--- src/rtl/multicycle_control.sv ---
// rtl/multicycle_control.sv - multi-cycle MIPS sequencer FSM with memory-ready handshake and retire counter (optional ILLEGAL_TRAP_EN)
module multicycle_control #(
    parameter int CNT_W = 32
) (
    input  logic             clk,
    input  logic             rst_n,
    input  logic [5:0]       opcode,
    input  logic             mem_ready,
    output logic             pc_write,
    output logic             pc_write_cond,
    output logic [1:0]       pc_source,
    output logic             i_or_d,
    output logic             mem_read,
    output logic             mem_write,
    output logic             ir_write,
    output logic [1:0]       reg_dst,
    output logic [1:0]       mem_to_reg,
    output logic             reg_write,
    output logic             alu_src_a,
    output logic [1:0]       alu_src_b,
    output logic [1:0]       alu_op,
    output logic [3:0]       state,
    output logic [CNT_W-1:0] retired,
    output logic             trap
);
    typedef enum logic [3:0] {
        S_IDLE      = 4'd0,
        S_FETCH     = 4'd1,
        S_DECODE    = 4'd2,
        S_MEM_ADDR  = 4'd3,
        S_MEM_READ  = 4'd4,
        S_MEM_WB    = 4'd5,
        S_MEM_WRITE = 4'd6,
        S_R_EXEC    = 4'd7,
        S_R_WB      = 4'd8,
        S_I_EXEC    = 4'd9,
        S_I_WB      = 4'd10,
        S_BRANCH    = 4'd11,
        S_JUMP      = 4'd12,
        S_TRAP      = 4'd13
    } state_t;

    localparam logic [5:0] OP_RFORMAT = 6'd0;
    localparam logic [5:0] OP_JAL     = 6'd3;
    localparam logic [5:0] OP_BEQ     = 6'd4;
    localparam logic [5:0] OP_ADDI    = 6'd8;
    localparam logic [5:0] OP_ANDI    = 6'd12;
    localparam logic [5:0] OP_LW      = 6'd35;
    localparam logic [5:0] OP_SW      = 6'd43;

    state_t cur, nxt;
    logic   is_andi;
    logic   retire;

    assign state = cur;

    always_ff @(posedge clk) begin
        if (!rst_n) begin
            cur     <= S_IDLE;
            retired <= '0;
            is_andi <= 1'b0;
        end else begin
            cur <= nxt;
            if (retire)
                retired <= retired + {{(CNT_W-1){1'b0}}, 1'b1};
            // I_EXEC picks ADD vs AND from the opcode captured at decode
            if (cur == S_DECODE)
                is_andi <= (opcode == OP_ANDI);
        end
    end

    always_comb begin
        nxt           = cur;
        retire        = 1'b0;
        pc_write      = 1'b0;
        pc_write_cond = 1'b0;
        pc_source     = 2'b00;
        i_or_d        = 1'b0;
        mem_read      = 1'b0;
        mem_write     = 1'b0;
        ir_write      = 1'b0;
        reg_dst       = 2'b00;
        mem_to_reg    = 2'b00;
        reg_write     = 1'b0;
        alu_src_a     = 1'b0;
        alu_src_b     = 2'b00;
        alu_op        = 2'b00;
        trap          = 1'b0;
        case (cur)
            S_IDLE: nxt = S_FETCH;
            S_FETCH: begin
                mem_read  = 1'b1;
                alu_src_b = 2'b01;
                ir_write  = mem_ready;
                pc_write  = mem_ready;
                if (mem_ready) nxt = S_DECODE;
            end
            S_DECODE: begin
                alu_src_b = 2'b11;
                case (opcode)
                    OP_LW, OP_SW:     nxt = S_MEM_ADDR;
                    OP_RFORMAT:       nxt = S_R_EXEC;
                    OP_ADDI, OP_ANDI: nxt = S_I_EXEC;
                    OP_BEQ:           nxt = S_BRANCH;
                    OP_JAL:           nxt = S_JUMP;
`ifdef ILLEGAL_TRAP_EN
                    default:          nxt = S_TRAP;
`else
                    default:          nxt = S_FETCH;
`endif
                endcase
            end
            S_MEM_ADDR: begin
                alu_src_a = 1'b1;
                alu_src_b = 2'b10;
                nxt       = (opcode == OP_LW) ? S_MEM_READ : S_MEM_WRITE;
            end
            S_MEM_READ: begin
                mem_read = 1'b1;
                i_or_d   = 1'b1;
                if (mem_ready) nxt = S_MEM_WB;
            end
            S_MEM_WB: begin
                reg_write  = 1'b1;
                mem_to_reg = 2'b01;
                retire     = 1'b1;
                nxt        = S_FETCH;
            end
            S_MEM_WRITE: begin
                mem_write = 1'b1;
                i_or_d    = 1'b1;
                if (mem_ready) begin
                    retire = 1'b1;
                    nxt    = S_FETCH;
                end
            end
            S_R_EXEC: begin
                alu_src_a = 1'b1;
                alu_op    = 2'b10;
                nxt       = S_R_WB;
            end
            S_R_WB: begin
                reg_write = 1'b1;
                reg_dst   = 2'b01;
                retire    = 1'b1;
                nxt       = S_FETCH;
            end
            S_I_EXEC: begin
                alu_src_a = 1'b1;
                alu_src_b = 2'b10;
                alu_op    = is_andi ? 2'b11 : 2'b00;
                nxt       = S_I_WB;
            end
            S_I_WB: begin
                reg_write = 1'b1;
                retire    = 1'b1;
                nxt       = S_FETCH;
            end
            S_BRANCH: begin
                alu_src_a     = 1'b1;
                alu_op        = 2'b01;
                pc_write_cond = 1'b1;
                pc_source     = 2'b01;
                retire        = 1'b1;
                nxt           = S_FETCH;
            end
            S_JUMP: begin
                pc_write   = 1'b1;
                pc_source  = 2'b10;
                reg_write  = 1'b1;
                reg_dst    = 2'b10;
                mem_to_reg = 2'b10;
                retire     = 1'b1;
                nxt        = S_FETCH;
            end
`ifdef ILLEGAL_TRAP_EN
            S_TRAP: trap = 1'b1;
`endif
            default: nxt = S_IDLE;
        endcase
    end
endmodule

--- config.mk ---
export PLATFORM = sky130hd
export DESIGN_NAME = multicycle_control
export DESIGN_NICKNAME = d
export VERILOG_FILES = /design/src/rtl/multicycle_control.sv
export SDC_FILE = /design/constraint.sdc
export NUM_CORES = 1
export LEC_CHECK = 0
export CAP_MARGIN = 20
export CORE_UTILIZATION = 45
export DETAILED_ROUTE_END_ITERATION = 7
export PLACE_DENSITY = 0.77
export SLEW_MARGIN = 25
export SYNTH_ARGS = -nofsm -noshare
export SYNTH_HDL_FRONTEND = slang
export SYNTH_SLANG_ARGS = --single-unit
--- constraint.sdc ---
create_clock -name clk -period 1.84 [get_ports clk]
set_input_delay 0.46 -clock clk [delete_from_list [all_inputs] [get_ports clk]]
set_output_delay 0.46 -clock clk [all_outputs]
set_load 0.02 [all_outputs]
# After elaboration in Yosys (flattened, before gate mapping)
# Cells that the tools add are included.
[classes]
n_addsub = 1
n_eq_ne = 21
muxes = 22
reduce_logical = 12
[ops]
columns = ["cell", "n"]
rows = [
  ["$add 32x1->32 const B", 1],
  ["$pmux 4 s8", 1],
  ["$eq 4x4->1 const B", 5],
  ["$pmux 4 s5", 1],
  ["$eq 4x3->1 const B", 4],
  ["$eq 6x4->1 const B", 2],
  ["$eq 6x6->1 const B", 2],
  ["$mux 4", 3],
  ["$pmux 2 s2", 3],
  ["$pmux 2 s3", 2],
  ["$reduce_or 2->1", 5],
  ["$eq 4x2->1 const B", 2],
  ["$mux 1", 8],
  ["$reduce_or 4->1", 2],
  ["$eq 6x2->1 const B", 1],
  ["$eq 6x3->1 const B", 1],
  ["$logic_not 6->1", 1],
  ["$ne 2x2->1 const B", 3],
  ["$reduce_or 6->1", 1],
  ["$reduce_or 5->1", 1],
  ["$eq 4x1->1 const B", 1],
  ["$logic_not 4->1", 1],
  ["$mux 2", 2],
  ["$pmux 1 s2", 2],
  ["$reduce_and 3->1", 1],
]
[totals]
register_bits = 37
inputBits = 9
out_inout_bits = 55
word_cells = 59

# Depth between registers and ports, before layout
[logic_depth]
ltp_word = 4
ltp_mapped = 6
ltp_nobuf = 5

# Worst setup path before layout
# Ideal clock, no wire load.
[synth_path]
path_type = "register -> output"
from = "register cur[3] (netlist: state[3])"
to = "output port pc_write"
t_arrival_ps = 1921
t_required_ps = 1380
slack_ps = -541
path_stages_with_launch = 5
n_path_buf = 1
path_cell_list = "dfxtp_1 clkbuf_1 nand2b_1 nor3b_1 or2_2"
[synth_between]
elab_chain_len = 2
word_cells_on_any_way = 3
cone_classes = "eq/ne (2); mux (1)"
[synth_lines]
columns = ["element", "line", "text"]
rows = [
  ["start: declaration", "51", "state_t cur, nxt;"],
  ["start signal: assignment", "63", "cur <= nxt;"],
  ["$eq 4x4->1 or $eq 4x1->1 (tied branches)", "89", "case (cur)"],
  ["$pmux 1 s2 (*)", "89", ""],
  ["end: declaration", "9", "output logic pc_write,"],
]
# Mark *: on every way between the ends. The rest lies on a longest branch, timed or not.

# Final worst setup path
[layout_path]
from = "register cur[1] (netlist: state[1])"
to = "register retired[24]"
[layout_between]
elab_chain_len = 3
word_cells_on_any_way = 8
cone_classes = "eq/ne (6); mux (1); reduce/logical (1)"
[layout_lines]
columns = ["element", "line", "text"]
rows = [
  ["$eq 4x4->1 or $eq 4x3->1 (tied branches)", "89", ""],
  ["$reduce_or 5->1 (no source line)", "-", ""],
  ["$pmux 1 s2 (*)", "89", ""],
  ["end signal: assignment", "65", "retired <= retired + {{(CNT_W-1){1'b0}}, 1'b1};"],
  ["end: declaration", "23", "output logic [CNT_W-1:0] retired,"],
]
# Marked as above.
# A chain may end at the register's enable or synchronous reset.

==> run summary <==
Status = finished with violations
Failing checks = setup timing
CP Data Arrival Time = 2.20 ns
Drt first-iter violations = 136
Measured slew at the worst slew-check pin = 0.5422 ns
First-pass DRT Iterations = 4
Final wirelength = 8369 um
MaxCap Viol Count = 0
Critical Path Fanout Max = 4
CP Class = reg -> reg
Worst skew pair latency = 0.29 ns
RSZ-0062 raised after global routing = true
Core area = 0.005473 mm^2
Residual DRC = 0
GRT Total Usage = 23.83%
Detailed placer's ending HPWL = 4913 um
Final min period = 2.002 ns
WHS = 0.4745 ns
Layout cells sized above 1 = 36.81%
Vias in the first global route = 2538
Worst-path cell chain = buf_4, mux2i_4, buf_6, nand3_4, buf_6, a2111oi_4, mux2i_1
Diode count = 0
Cell taking the most area after synthesis = dfxtp_1
# port buffers = 62
Placement-stage cell area = 0.003657 mm^2
Synth top area cells = dfxtp_1 (29%), mux2i_1 (11%), nand2b_1 (6.9%), nand2_1 (6.3%), nor4_1 (3.4%)
Cell Area, Synth = 0.002551 mm^2
Register area share after synthesis = 29.03%
CTS Sinks = 37
Data required time of the worst path = 2.04 ns
Via count = 2863
CP Launch Point = state[1]
Final Max Slew Viols = 0
Register-to-Register Path Depth = 7
Maximum clock frequency = 499.6 MHz
Hold_buf cts = 0
DR vias/cell = 5.681
Num ports = 64
Slew headroom = 63.82%
# setup viols final = 24
Largest net degree at the start of global routing = 25
Async set-reset flop share out of synthesis = 0%
Initial Util = 46.62%
Routed length per placed instance = 16.61 um
Syn. warnings = 0
Post-Layout Inst Area = 0.004203 mm^2
Post-synth top area share = 29.03%
Slowest-stage cell, CP = dfxtp_4
Rows = 27
Clock Tree Buf Depth = 2
Fin. Hold Viols = 0
Worst vdd ir = 0.4320 mV
Terminus of the critical flop-to-flop path = retired[24]
Nets = 441
Worst Hold End = retired[31]
Die Span X = 77.30 um
Inst Count DP = 479
Most common cell after layout, fill and taps aside = buf_4
Fill cells = 378
Die area = 0.005975 mm^2
Clock Skew = 0.004614 ns
GRT overflow = 0
First-pass GRT wire length = 11520 um
Most frequent cells in the layout = buf_4 (64), nand2_1 (43), dfxtp_1 (32)
Final setup margin = -0.1616 ns
Syn Inst Count = 312
Yosys cell types = 60
Power Dens Cells = 439.5 mW/mm^2
Hold Path Depth = 2
R2r setup slk = -0.16 ns
Die H = 77.30 um
Period utilization = 108.8%
Crit-path most repeated cell = buf_6
Clock-pin transition on the worst setup and hold timing paths = 0.08 ns
Root Driver = clkbuf_8
Final instance count without filler cells = 504
Post-route ant nets = 0
Number of synthesized flops with an enable pin = 0
Net Count, Synth = 322
Syn_area_per_cell = 8.177 um^2
GPL Wtd Cong = 0.8236
Antenna violations before repair = 0
Layout Utilization = 76.79%
TritonCTS clock tree = built
Post-synth top flop = dfxtp_1
Worst r2r src = state[1]
Hold crit path type = reg -> reg
Largest stage delay on the critical path = 0.37 ns
#FFs+latches synth = 37
CP endpoint kind = flop
Area Overhead vs Synth = 64.74%
H-tree depth = 2
CTS Buf Count = 5
Hold path startpoint = retired[31]
Leak = 1.824 nW
Critical Path Source Type = flop
## registers in the layout (all words and copies together) (netlist names)
register / flops
is_andi: 1
state: 4
retired: 32
## cell type report
class | count | area [um^2] | area share [%]
Timing Repair Buffer | 141 | 1316 | 31.32
Multi-Input combinational cell | 241 | 1938 | 46.11
Tap cell | 72 | 90.09 | 2.143
Sequential cell | 37 | 757.0 | 18.01
Clock inverter | 2 | 10.01 | 0.2382
Clock buffer | 6 | 72.57 | 1.727
Inverter | 5 | 18.77 | 0.4466
## critical path: cells and delay by family (launching register included)
family	cells	cell delay, ns
multiplexers	2	0.60
buffers and inverters	3	0.45
flip-flops	1	0.37
AO/OA/AOI/OAI	1	0.36
AND/OR/NAND/NOR	1	0.12
## Yosys cell counts, types with 6 or more instances
master and instances:
nand2_1 43, dfxtp_1 37, nand2b_1 28, mux2i_1 27
a21oi_1 14, nor4_1 14, clkbuf_1 13, nand3_1 11
nor2_1 11, and2_1 7, buf_4 7, nor3_1 7
o21ai_0 6
## power by group
group          internal (W)  switching [W]
logic              0.000241       0.000226
registers          0.000806      0.0000129
clock network      0.000263       0.000299
total               0.00131       0.000538
## stage by stage
step / setup WS (ns) / TNS (ns) / total power (W)
floorplan: -0.004324 / -0.004324 / 0.001035
global placement: -0.4393 / -9.368 / 0.001207
detailed placement: -0.4651 / -10.29 / 0.001216
CTS: -0.1413 / -0.1689 / 0.001791
global route: -0.2000 / -3.255 / 0.001917
finish: -0.1616 / -1.478 / 0.001847
## kinds of logic (layout without fill, tap and decap cells)
kind of cell               Yosys count  count (layout)  share of synthesized area, %
and+or+nand+nor                    157             157                         35.16
AOI/OAI and AO/OA                   51              51                         16.43
DFF                                 37              37                         29.03
buffers and inverters               34             154                         6.572
muxes                               28              28                         11.13
xor gates and xnor gates             3               3                         1.030
adders and majority gates            1               1                        0.4904
other                                1               1                        0.1470
## what timing repair did
action                     4_1_cts  5_1_grt
setup endpoints to repair       39       48
cloned                           0        3
hold endpoints to repair         0        0
gates resized for setup         90       80
pin swaps                        1       10
setup buffers                    8        7
## per-layer routing
| layer | global-route usage (%) | up-vias | routed length, um | share of wire (%) |
|---|---|---|---|---|
| met4 | 10.38 | 0 | 204 | 2.4 |
| met2 | 42.48 | 106 | 4346 | 52 |
| li1 | - | 1364 | - | - |
| met3 | 4.524 | 18 | 402 | 4.8 |
| met1 | 27.40 | 1375 | 3416 | 41 |
| met5 | 0 | - | 0 | 0 |
## worst max path at each step
stage | endpoint | cells past startpoint | slack, ns
after detailed placement | pc_write | 5 | -0.47
after floorplan | pc_write | 4 | -0.004
final | retired[24] | 7 | -0.16
after CTS | reg_write | 4 | -0.14
after global routing | retired[24] | 7 | -0.20
after global placement | pc_write | 5 | -0.44
No activity file was read; power rests on OpenSTA's default activity.
